===== src/rtl/led_code_encoder.sv =====
// led_code_encoder
//
// Purpose:
//   Turns the four front-panel colour buttons into the 2-bit LED colour code
//   used by the LED decode logic. Every raw button is synchronised, debounced
//   and edge-detected. A press is delivered as one code word through a
//   one-deep output register. A sticky flag records any press that was lost.
//   The block also drives the shared LED enable, which a separate clear
//   button switches off.
//
// Ports:
//   clk        in   1  system clock, rising edge
//   rst_n      in   1  asynchronous active-low reset
//   btnIn      in   4  raw colour buttons, active-high, asynchronous
//                      [0]=RED [1]=GREEN [2]=BLUE [3]=YELLOW
//   btnClear   in   1  raw clear button, active-high, asynchronous
//   dataOut    out  2  colour code: RED=00 GREEN=01 BLUE=10 YELLOW=11
//   dataValid  out  1  dataOut holds a code that has not been delivered
//   dataReady  in   1  consumer takes the code on this edge
//   ledOn      out  1  LED enable for the decoder
//   overrun    out  1  sticky, a press was lost; cleared by clear or reset
//
// Handshake (dataValid/dataReady):
//   A code moves to the consumer only on a rising edge where dataValid and
//   dataReady are both 1. dataOut does not change while dataValid is 1,
//   except on a transfer edge, where a new code may replace the one that
//   just left. dataReady has no effect while dataValid is 0. The register
//   is one deep. A new press that arrives while a code is waiting and
//   dataReady is 0 is dropped, and overrun is set.

module led_code_encoder #(
  parameter int DEBOUNCE_CYCLES = 50000,
  parameter int DB_CNT_W        = 16
) (
  input  logic       clk,
  input  logic       rst_n,
  input  logic [3:0] btnIn,
  input  logic       btnClear,
  output logic [1:0] dataOut,
  output logic       dataValid,
  input  logic       dataReady,
  output logic       ledOn,
  output logic       overrun
);

  localparam int N_IN = 5;
  localparam int CLR_IDX = 4;
  localparam logic [DB_CNT_W-1:0] CNT_LAST = DB_CNT_W'(DEBOUNCE_CYCLES - 1);

  // ---------------------------------------------------------------------
  // Synchronisers: bit 4 is the clear button, bits 3:0 are the colours
  // ---------------------------------------------------------------------
  logic [N_IN-1:0] raw;
  logic [N_IN-1:0] sync1;
  logic [N_IN-1:0] sync2;

  assign raw = {btnClear, btnIn};

  always_ff @(posedge clk or negedge rst_n) begin
    if (!rst_n) begin
      sync1 <= '0;
      sync2 <= '0;
    end else begin
      sync1 <= raw;
      sync2 <= sync1;
    end
  end

  // ---------------------------------------------------------------------
  // Debounce
  // A counter runs only while the synchronised input differs from the
  // stable state. When the count is already DEBOUNCE_CYCLES-1 and the input
  // still differs, the stable state flips. The input therefore has to
  // differ on DEBOUNCE_CYCLES consecutive samples. The counter clears when
  // the state flips, so it never wraps.
  // ---------------------------------------------------------------------
  logic [N_IN-1:0]     stable;
  logic [N_IN-1:0]     stable_d;
  logic [DB_CNT_W-1:0] db_cnt [N_IN];

  always_ff @(posedge clk or negedge rst_n) begin
    if (!rst_n) begin
      stable <= '0;
      for (int i = 0; i < N_IN; i++) begin
        db_cnt[i] <= '0;
      end
    end else begin
      for (int i = 0; i < N_IN; i++) begin
        if (sync2[i] == stable[i]) begin
          db_cnt[i] <= '0;
        end else if (db_cnt[i] == CNT_LAST) begin
          stable[i] <= ~stable[i];
          db_cnt[i] <= '0;
        end else begin
          db_cnt[i] <= db_cnt[i] + 1'b1;
        end
      end
    end
  end

  // Delayed copy of the stable states, used for rising-edge detection.
  always_ff @(posedge clk or negedge rst_n) begin
    if (!rst_n) begin
      stable_d <= '0;
    end else begin
      stable_d <= stable;
    end
  end

  // ---------------------------------------------------------------------
  // Press events
  // Each event is a one-cycle pulse on a 0->1 change of a stable state.
  // A release (1->0) produces no event.
  // ---------------------------------------------------------------------
  logic [N_IN-1:0] press;
  logic            clear_ev;
  logic [3:0]      colour_ev;
  logic            any_colour;
  logic            multi_colour;
  logic [1:0]      win_code;

  assign press        = stable & ~stable_d;
  assign clear_ev     = press[CLR_IDX];
  assign colour_ev    = press[3:0];
  assign any_colour   = |colour_ev;
  // True when more than one colour event is active in the same cycle.
  // Only the lowest index is kept; every other event counts as a loss.
  assign multi_colour = (colour_ev & (colour_ev - 4'd1)) != 4'd0;

  // The lowest set index wins. The loop runs from the top down, so the
  // lowest index is the last one written.
  always_comb begin
    win_code = 2'd0;
    for (int i = 3; i >= 0; i--) begin
      if (colour_ev[i]) begin
        win_code = 2'(i);
      end
    end
  end

  // ---------------------------------------------------------------------
  // Output register and flags
  // ---------------------------------------------------------------------
  logic [1:0] data_out_n;
  logic       data_valid_n;
  logic       led_on_n;
  logic       overrun_n;
  logic       transfer;

  assign transfer = dataValid & dataReady;

  always_comb begin
    data_out_n   = dataOut;
    data_valid_n = dataValid;
    led_on_n     = ledOn;
    overrun_n    = overrun;

    // A transfer empties the register unless a new code replaces it below.
    if (transfer) begin
      data_valid_n = 1'b0;
    end

    if (clear_ev) begin
      // A clear takes priority over every colour event in the same cycle.
      // The clear itself leaves the code register alone.
      led_on_n  = 1'b0;
      overrun_n = 1'b0;
    end else if (any_colour) begin
      if (!dataValid || dataReady) begin
        data_out_n   = win_code;
        data_valid_n = 1'b1;
        led_on_n     = 1'b1;
      end else begin
        overrun_n = 1'b1;
      end
      if (multi_colour) begin
        overrun_n = 1'b1;
      end
    end
  end

  always_ff @(posedge clk or negedge rst_n) begin
    if (!rst_n) begin
      dataOut   <= 2'b00;
      dataValid <= 1'b0;
      ledOn     <= 1'b0;
      overrun   <= 1'b0;
    end else begin
      dataOut   <= data_out_n;
      dataValid <= data_valid_n;
      ledOn     <= led_on_n;
      overrun   <= overrun_n;
    end
  end

endmodule

===== config.mk =====
export PLATFORM = sky130hd
export DESIGN_NAME = led_code_encoder
export DESIGN_NICKNAME = d
export VERILOG_FILES = /design/src/rtl/led_code_encoder.sv
export SDC_FILE = /design/constraint.sdc
export NUM_CORES = 1
export LEC_CHECK = 0
export CAP_MARGIN = 20
export CORE_MARGIN = 8
export CORE_UTILIZATION = 43
export DETAILED_ROUTE_END_ITERATION = 6
export PLACE_DENSITY = 0.7
export SLEW_MARGIN = 20
export SYNTH_ARGS = -nofsm -noshare
export SYNTH_HDL_FRONTEND = slang
export SYNTH_SLANG_ARGS = --single-unit

===== constraint.sdc =====
create_clock -name clk -period 5.41 [get_ports clk]
set_clock_uncertainty 0.05 [all_clocks]
set_input_delay 0.541 -clock clk [delete_from_list [all_inputs] [get_ports clk]]
set_output_delay 0.541 -clock clk [all_outputs]
set_load 0.01 [all_outputs]

==> flow_metrics.py <==
metrics = {
    "clocking": {
        "clockBufferDepth": 2,
        "cts_hold_buf": 0,
        "root_buffer": "clkbuf_8",
        "path_clk_slew_ns": 0.09,
        "cts_tree": "yes",
        "htreeDepth": 3,
        "clock_latency_ns": 0.36,
        "cts_made_buffers": 9,
        "cts_sinks": 105,
        "cts_resized": 0,
        "cts_setup_buffers": 0,
    },
    "logic_synthesis": {
        "synth-compound-area-share_pct": 1.53,
        "synth_top_family_by_area": "simple AND/OR/NAND/NOR gates",
        "ys.flop_type": "dfrtp_1",
        "async_reset_ff_share_pct": 100,
        "synth_edf_count": 0,
        "ys_types": 38,
        "synth-xor-area-share_pct": 13.5,
        "syn_area_sq_um": 4740,
        "syn_nets": 467,
        "ys_ff_latch": 105,
        "syn_avg_cell_area_sq_um": 10.4,
        "netlist_instances": 454,
        "yosysWarningCount": 0,
        "yosys.area_share.simple_pct": 24.6,
        "synthMuxAreaShare_pct": 1.50,
        "synth-adder-area-share_pct": 1.53,
        "synth_seq_area_share_pct": 55.4,
    },
    "die": {
        "die_x_um": 121,
        "io_pins": 13,
        "core_area_sq_um": 10800,
        "dieArea_sq_um": 14600,
        "die_h_um": 121,
        "floorplan.initialDensity_pct": 43.9,
        "core.rowCount": 38,
    },
    "final_layout": {
        "fillers": 974,
        "fin_util_pct": 48.4,
        "n_antenna_cell": 0,
        "synthToLayoutAreaGrowth_pct": 10.0,
        "regArea_sq_um": 2630,
        "drive_gt1_share_pct": 5.85,
        "multi_input_comb_area_sq_um": 2020,
        "nets": 487,
        "final_cells": 619,
        "fin_area_sq_um": 5220,
    },
    "placed_design": {
        "dp_cells": 603,
        "portBuffers": 12,
        "globalplace.congestion": 0.812,
        "dpl-instance-area_sq_um": 5020,
        "hpwl_mm": 5.56,
        "place_ws_ns": 3.36,
    },
    "global_routing": {
        "grt_pass1_vias": 3215,
        "antenna_found_initial": 0,
        "overflow": 0,
        "track_usage_pct": 12.3,
        "grt_pass1_wl_mm": 14.7,
        "grt_max_degree": 72,
    },
    "setup_path": {
        "crit_end": "db_cnt[4]$_DFF_PN0_",
        "r2r_setup_slack_ns": 3.33,
        "timing.rr.start": "db_cnt[0]$_DFF_PN0_",
        "cp.required_ns": 5.62,
        "path_class": "reg2reg",
        "rr_worst_depth": 5,
        "critPathLaunch": "db_cnt[0]$_DFF_PN0_",
        "cp-end-kind": "flop",
        "r2r-end": "db_cnt[4]$_DFF_PN0_",
        "worstPathMaxFanout": 9,
        "crit_arrival_ns": 2.28,
        "critPathLaunchType": "flop",
    },
    "routing": {
        "wl_per_cell_um": 13.3,
        "drt_pass1_iterations": 6,
        "wirelength_mm": 8.25,
        "drcViolationCount": 0,
        "via_count": 3271,
        "ant_nets": 0,
        "via_per_inst": 5.28,
        "drt-initial-drc-count": 197,
    },
    "timing": {
        "hold_viol": 0,
        "clock.fmax_mhz": 482,
        "layout_setup_ws_ns": 3.33,
        "setup-tns-final_ns": 0,
        "period_minus_slack_ns": 2.08,
        "slew_viol_final": 0,
        "slew_headroom_pct": 41.3,
        "whs_ns": 0.0546,
        "rsz0062_at_grt": "false",
        "finalSetupViolCount": 0,
        "final.period_utilization_pct": 38.4,
        "worst_pin_slew_ns": 0.880,
    },
    "power_and_ir_drop": {
        "vdd_drop_max_uv": 124,
        "p_total_mw": 1.34,
        "p_per_area_nw_per_um2": 256,
        "leakagePower_nw": 2.13,
    },
    "job": {
        "drv_cap": 0,
    },
    "worst_hold_path": {
        "hold_class": "in2async",
    },
    "outcome": {
        "status": "complete, no violations",
    },
}
synth_stat cells (6+ instances only):
cell / number / area (sq um)
nand3_1: 28 / 140
and3_1: 7 / 43.8
nor3_1: 19 / 95.1
inv_1: 17 / 63.8
xor2_1: 18 / 158
nor4bb_1: 6 / 60.1
nor4_1: 21 / 131
nand2_1: 18 / 67.6
dfrtp_1: 105 / 2630
nand4_1: 20 / 125
nor2_1: 89 / 334
xnor2_1: 55 / 482
power by group:
part           leakage (nW)  switching (mW)  internal [mW]
clock                 0.103           0.255          0.226
sequential             1.43          0.0112          0.797
combinational         0.596          0.0308         0.0150
how the worst min path moves through the flow:
stage | startpoint | endpoint | cells after the start
after floorplan | rst_n | dataOut[0]$_DFFE_PN0P_ | 0
after global placement | sync1[1]$_DFF_PN0_ | sync2[1]$_DFF_PN0_ | 0
after detailed placement | sync1[3]$_DFF_PN0_ | sync2[3]$_DFF_PN0_ | 0
after CTS | rst_n | db_cnt[46]$_DFF_PN0_ | 1
after global routing | rst_n | db_cnt[46]$_DFF_PN0_ | 1
final | rst_n | db_cnt[46]$_DFF_PN0_ | 1
layout by cell type (no fill, tap or decap), types with 2 or more instances in the layout:
master / instances
nor4bb_1: 6
nor2_1: 89
clkbuf_8: 10
nand3_1: 28
a21oi_1: 4
clkdlybuf4s50_1: 11
ha_1: 5
nand4_1: 20
nand2_1: 18
mux2_2: 5
and3_1: 7
nor4_1: 21
buf_4: 3
or4b_1: 2
xor2_1: 18
inv_1: 17
and2_1: 4
nor4b_1: 3
clkinv_2: 3
xnor2_1: 55
o21ai_0: 3
nor2b_1: 4
nor3_1: 19
dfrtp_1: 105
or3_1: 2
final cells by class:
| cell class | count | area share (%) |
|---|---|---|
| Multi-Input combinational cell | 327 | 38.8 |
| Inverter | 17 | 1.22 |
| Sequential cell | 105 | 50.3 |
| Tap cell | 140 | 3.36 |
| Clock buffer | 11 | 2.71 |
| Clock inverter | 5 | 1.03 |
| Timing Repair Buffer | 14 | 2.54 |
worst max-delay path, cell delays in order (launching register included):
cell and delay [ns]:
dfrtp_1 0.40, ha_1 0.19, nand3_1 0.29, o41ai_2 0.69, buf_4 0.28, nor2_1 0.06
layer usage:
| metal | global-route usage, % | part of all wire (%) |
|---|---|---|
| met2 | 19.4 | 47 |
| met4 | 6.32 | 1.8 |
| met5 | 0 | 0 |
| met3 | 2.51 | 2.6 |
| met1 | 15.7 | 48 |
cell families (layout without fill, tap and decap cells):
| kind of cell | after synthesis | in the layout |
|---|---|---|
| compound gates | 11 | 11 |
| xor+xnor | 73 | 73 |
| fa+ha+maj | 6 | 6 |
| buf+inv | 22 | 47 |
| flops | 105 | 105 |
| mux | 6 | 6 |
| simple gates | 231 | 231 |
registers in the layout, indices dropped and copies added, names as in the netlist:
register,cells
dataOut,2
dataValid,1
db_cnt,80
ledOn,1
overrun,1
stable,5
stable_d,5
sync1,5
sync2,5
Power figures use the tool's default switching activity.
==> edit 1, RTL diff (same settings) <==
Set the parameter `DB_CNT_W` to 32 (it was 16).
--- a/src/rtl/led_code_encoder.sv
+++ b/src/rtl/led_code_encoder.sv
@@ -30,7 +30,7 @@
 
 module led_code_encoder #(
   parameter int DEBOUNCE_CYCLES = 50000,
-  parameter int DB_CNT_W        = 16
+  parameter int DB_CNT_W        = 32
 ) (
   input  logic       clk,
   input  logic       rst_n,
Behaviour: no difference found for any inputs over 10 cycles, from zero or initial values and one cycle with rst_n low; that may be too few to reach the edited logic, so the function may still have changed.
==> edit 1 against the original RTL <==
  * Sequential cell count is 80 higher
  * Setup slack got worse by 330 ps
  * Synthesized area is 88% higher
  * Routed wire length up 100%
  * Power is 100% higher
  * Cell area rose by 89%
  * Synthesized cell count rose by 97%
  * Critical path type unchanged
  * Critical endpoint is now db_cnt[5]
==> edit 1: results (changes against the original RTL) <==
** Routing
- DRT iter0 DRCs :: 398 (+100%)
- The total wire length after detailed routing came to 16470 um (+100%).
- Wire length per cell after detailed routing :: 13.89 um (+4.2%)
- Number of detailed-routing iterations run before antenna repair :: 4 (-2)
- Number of vias per cell :: 5.287 (about the same)

** Final layout
- The net count reported at finish came to 916 (+88%).
- The share of post-route cells with drive strength above 1 was 0.06223 (+0.003772).
- The flip-flop count of the largest register, all copies and words added is 160 (+100%).
- Number of fill cells :: 1869 (+92%)

** Pwr
- Max VDD drop :: 0.2122 mV (+71%)
- Total sequential power :: 0.00141 W (+75%)
- The switching power share of the total is 0.2162 (-0.006297).
- Comb pwr share :: 0.027 (-0.007)
- Total power :: 0.002673 W (+100%)
- Leakage component of the power :: 4.180 nW (+97%)

** Yosys
- Distinct cell type count of the synthesized netlist :: 43 (+13%)
- Cell types occupying the most area after synthesis :: dfrtp_1, xor2_1, nor2_1, xnor2_1, nand4_1
- The share of synthesized cell area in full adder, half adder and majority cells is 0.007033 (-0.008266).
- The register area share after synthesis was 0.5205 (-0.03348).
- The count of synthesis-stage warnings from yosys came to 0 (unchanged).
- The synthesized-area fraction occupied by xor and xnor cells came to 0.1467 (+0.01192).
- Total nets after synthesis :: 909 (+95%)
- Top cells by instance count after synthesis :: dfrtp_1, nor2_1, xor2_1, xnor2_1, nand4_1
- Compound-cell area share of the yosys netlist :: 0.01322 (-0.002077)
- Post-synthesis instance total :: 896 (+97%)
- The multiplexer area fraction after synthesis was 0.007596 (-0.007440).

** Critical path
- The endpoint arrival time on the critical path came to 2640 ps (+360 ps).
- Max incr delay on CP :: 620 ps (-70 ps)
- Worst Path Max Fanout :: 32 (+23)
- The slowest stage of the critical path belongs to the cell or2_2.
- In this run the critical register-to-register path is captured at db_cnt[5].

** Status
- Result of the run :: finished clean

** Clock network
- Number of H-tree levels :: 4 (+1)
- The post-CTS resize count is 0 (unchanged).
- Later-pin clock latency in the skew report :: 430 ps (+70 ps)

** Global routing
- Tot GR Track Use :: 0.1333 (+0.01034)
- The largest net degree at the start of global routing was 131 (+82%).
- The wire length of the first global-routing pass is 29120 um (+98%).

** Place
- Post-Place Setup Slack :: 2812 ps (-550.4 ps)
- Standard cell area after detailed placement :: 9239 sq um (+84%)
- Placed wire-length estimate :: 10590 um (+91%)
- The number of cells in the design after placement is 1152 (+91%).
- Final RePlAce weighted congestion :: 0.7926 (-2.3%)

** Timing
- Setup ws final :: 3001 ps (-332.6 ps)
- The worst max-slew margin expressed relative to the limit was 0.3535 (-0.05978).
- The worst hold margin is 302.1 ps (+247.5 ps).
- Timing-limited maximum frequency :: 415.1 MHz (-14%)

** Worst hold path
- Type of the most critical hold path :: reg -> reg
==> edit 1: changes by cell type after synthesis, moves of 7 or more <==
cell     unedited run  this run
and3_1              7        17
and4_1              1        14
buf_2               1        19
dfrtp_1           105       185
nand2_1            18        49
nand3_1            28        53
nand4_1            20        61
nor2_1             89       185
nor4_1             21        44
xnor2_1            55        62
xor2_1             18        87
==> edit 1: layer usage <==
metal	GRT usage	part of all wire
met1	0.1798	0.49
met2	0.2151	0.47
met3	0.02571	0.028
met4	0.03823	0.011
met5	0	0
==> edit 1: area by class of cell <==
class	instances	area share
clock buffers	21	0.04475
clock inverters	11	0.01246
inverters	19	0.007246
multi-input cells	664	0.4129
flip-flops and latches	185	0.4704
well taps	270	0.03432
repair buffers	16	0.01793
==> edit 1: worst max-delay path, delay by kind of cell, from the launching register on <==
family	cells	cell delay, ps
flops	1	440
simple gates	5	1760
==> edit 2, RTL diff (config.mk and constraints unchanged) <==
Made on the original files. Reset style: synchronous (`rst_n`), changed in 4 clocked blocks. Comments in the files are not updated.
--- a/src/rtl/led_code_encoder.sv
+++ b/src/rtl/led_code_encoder.sv
@@ -56,7 +56,7 @@
 
   assign raw = {btnClear, btnIn};
 
-  always_ff @(posedge clk or negedge rst_n) begin
+  always_ff @(posedge clk) begin
     if (!rst_n) begin
       sync1 <= '0;
       sync2 <= '0;
@@ -78,7 +78,7 @@
   logic [N_IN-1:0]     stable_d;
   logic [DB_CNT_W-1:0] db_cnt [N_IN];
 
-  always_ff @(posedge clk or negedge rst_n) begin
+  always_ff @(posedge clk) begin
     if (!rst_n) begin
       stable <= '0;
       for (int i = 0; i < N_IN; i++) begin
@@ -99,7 +99,7 @@
   end
 
   // Delayed copy of the stable states, used for rising-edge detection.
-  always_ff @(posedge clk or negedge rst_n) begin
+  always_ff @(posedge clk) begin
     if (!rst_n) begin
       stable_d <= '0;
     end else begin
@@ -179,7 +179,7 @@
     end
   end
 
-  always_ff @(posedge clk or negedge rst_n) begin
+  always_ff @(posedge clk) begin
     if (!rst_n) begin
       dataOut   <= 2'b00;
       dataValid <= 1'b0;
Check against the original RTL: no difference found for any inputs over 10 cycles, from zero or initial values and one cycle with rst_n low; that may be too few to reach the edited logic, so the function may still have changed.
==> edit 2 against the original RTL <==
  * Combinational power grew 48%
  * Power increased by 23%
  * Setup slack worse by 65 ps
  * Core utilization up 2.7 points
  * Synthesized area up 11%
  * Global-route usage decreased by 0.77 points
  * Routed wire length increased by 4.9%
  * Synthesized cell count grew 7.9%
  * Sequential cell count is the same
  * Cell area up 17%
  * Critical endpoint is now db_cnt[2][3]
==> edit 2: results (changes against the original RTL) <==
** Pwr
- The peak supply drop was 0.1739 mV (+40%).
- Sw frac :: 0.2104 (-0.01219)
- The leakage power summed over all cells came to 2.181 nW (+2.6%).

** Clock network
- Root Driver :: clkbuf_16
- Later-pin clock latency in the skew report :: 340 ps (-20 ps)
- Worst-path clk slew :: 70 ps (-20 ps)

** Place
- Final RePlAce weighted congestion :: 0.8296 (+2.2%)
- Placed wire-length estimate :: 6186 um (+11%)
- The number of cells in the design after placement is 717 (+19%).

** Final layout
- The number of cells in the finished layout apart from fillers was 733 (+18%).
- The net count reported at finish is 594 (+22%).
- The number of diodes added for antenna fixing came to 0 (unchanged).
- db_cnt holds more flip-flops than any other register.
- Proportion of layout cells with a drive suffix above 1 :: 0.03754 (-0.02091)
- The fill cell instance count of the final layout came to 1064 (+9.2%).

** Status
- The run finished with clean final reports.

** Yosys
- Top cells by instance count after synthesis :: nor2_1, edfxtp_1, xnor2_1, nand3_1
- The number of enable flip-flop cells after synthesis came to 80 (+80).
- The count of unique library cells instantiated by Yosys is 41 (+7.9%).
- The most used flip-flop cell after synthesis is edfxtp_1.
- The number of cells produced by synthesis came to 490 (+7.9%).
- Fraction of registers with async set/reset :: 0 (-1.000)
- After synthesis, the cell types taking the most area are edfxtp_1, dfxtp_1, xnor2_1, nor2_1, xor2_1.
- The register area share after synthesis was 0.5519 (-0.002088).

** Critical path
- Reg-to-Reg End :: db_cnt[2][3]
- Internal reg-to-reg setup slack :: 3270 ps (-60 ps)
- In this run the critical register-to-register path is launched from db_cnt[2][0].
- Worst Path Max Fanout :: 16 (+7)

** Global routing
- The global-route total usage across every layer came to 0.1153 (-0.007653).
- The largest net degree at the start of global routing was 25 (-65%).
- The wire length of the first global-routing pass came to 15480 um (+5.1%).
- Number of global-route vias before repair :: 3511 (+9.2%)

** Timing
- The worst max-slew margin expressed relative to the limit came to 0.5879 (+0.1747).

** Routing
- The total wire length after detailed routing was 8650 um (+4.9%).
- Number of vias per cell :: 4.898 (-7.3%)
- The initial DRC count was 195 (-1.0%).
- The detailed-routing iteration count for the pre-antenna-repair pass came to 4 (-2).

** Worst hold path
- In this run the worst hold path is classified as reg -> reg.
[edit 2: changes by cell type in the layout (fill, tap and decap cells not counted), sizes merged, moves of 7 or more]
cell / change
and2: +14
conb: +80
dfrtp: -105
dfxtp: +25
edfxtp: +80
xnor2: -10
xor2: +7
[edit 2: how the worst max path moves through the flow]
stage | startpoint | to | cells past startpoint
2_1_floorplan | db_cnt[0][11] | db_cnt[0][6] | 5
3_3_place_gp | rst_n | db_cnt[2][10] | 4
3_5_place_dp | rst_n | db_cnt[2][3] | 4
4_1_cts | rst_n | db_cnt[2][3] | 4
5_1_grt | rst_n | db_cnt[3][15] | 4
6_report | db_cnt[2][0] | db_cnt[2][3] | 5
[edit 2: power by group through the flow]
stage / Combinational, W / Clock, W / Sequential [W]
final: 0.0000676 / 0.000643 / 0.000927
after global routing: 0.0000774 / 0.000692 / 0.000932
after CTS: 0.0000667 / 0.000664 / 0.000926
after detailed placement: 0.0000660 / 0 / 0.000944
after global placement: 0.0000650 / 0 / 0.000942
after floorplan: 0.0000539 / 0 / 0.000935
[edit 2: worst max-delay path, cell delays in order (launching register included)]
cell      delay, ps
edfxtp_1        390
ha_1            210
nand3_1         250
nand4b_1        340
nand3_1         520
nor2_1          120
[edit 2: kinds of logic (layout without fill, tap and decap cells)]
logic type,count (synthesis),after routing,synth area share
xor+xnor,70,70,0.1166
buf+inv,27,44,0.02188
compound gates,16,16,0.01903
simple gates,259,259,0.2647
fa+ha+maj,6,6,0.01380
other cells,1,80,0.0007129
flops,105,105,0.5519
mux,6,6,0.01142
[edit 2: cell type report]
cell class / instances / share of cell area
inverter: 15 / 0.009214
multi-input combinational: 437 / 0.4154
clock buffer: 13 / 0.04607
clock inverter: 3 / 0.003276
timing repair buffer: 13 / 0.02088
sequential: 105 / 0.4750
tap: 147 / 0.03010
[edit 2: layer usage]
| metal | share of wire | GRT usage | vias to the layer above |
|---|---|---|---|
| met2 | 0.46 | 0.1884 | 47 |
| met3 | 0.032 | 0.02556 | 7 |
| met4 | 0.017 | 0.05945 | 0 |
| met5 | 0 | 0 | - |
| met1 | 0.49 | 0.1404 | 1680 |
| li1 | - | - | 1856 |
[edit 2: through the flow]
stage	cell area (sq um)	util	total power (W)	worst slack (ps)	hold slack, ps
finish	6111	0.5109	0.001637	3269	383.7
global route	6111	0.5109	0.001701	3079	411.3
CTS	6111	0.5109	0.001657	3239	387.6
global placement	5809	0.4857	0.001007	2976	363.4
detailed placement	5809	0.4857	0.001010	2882	370.8
floorplan	5557	-	0.0009892	3383	361.9
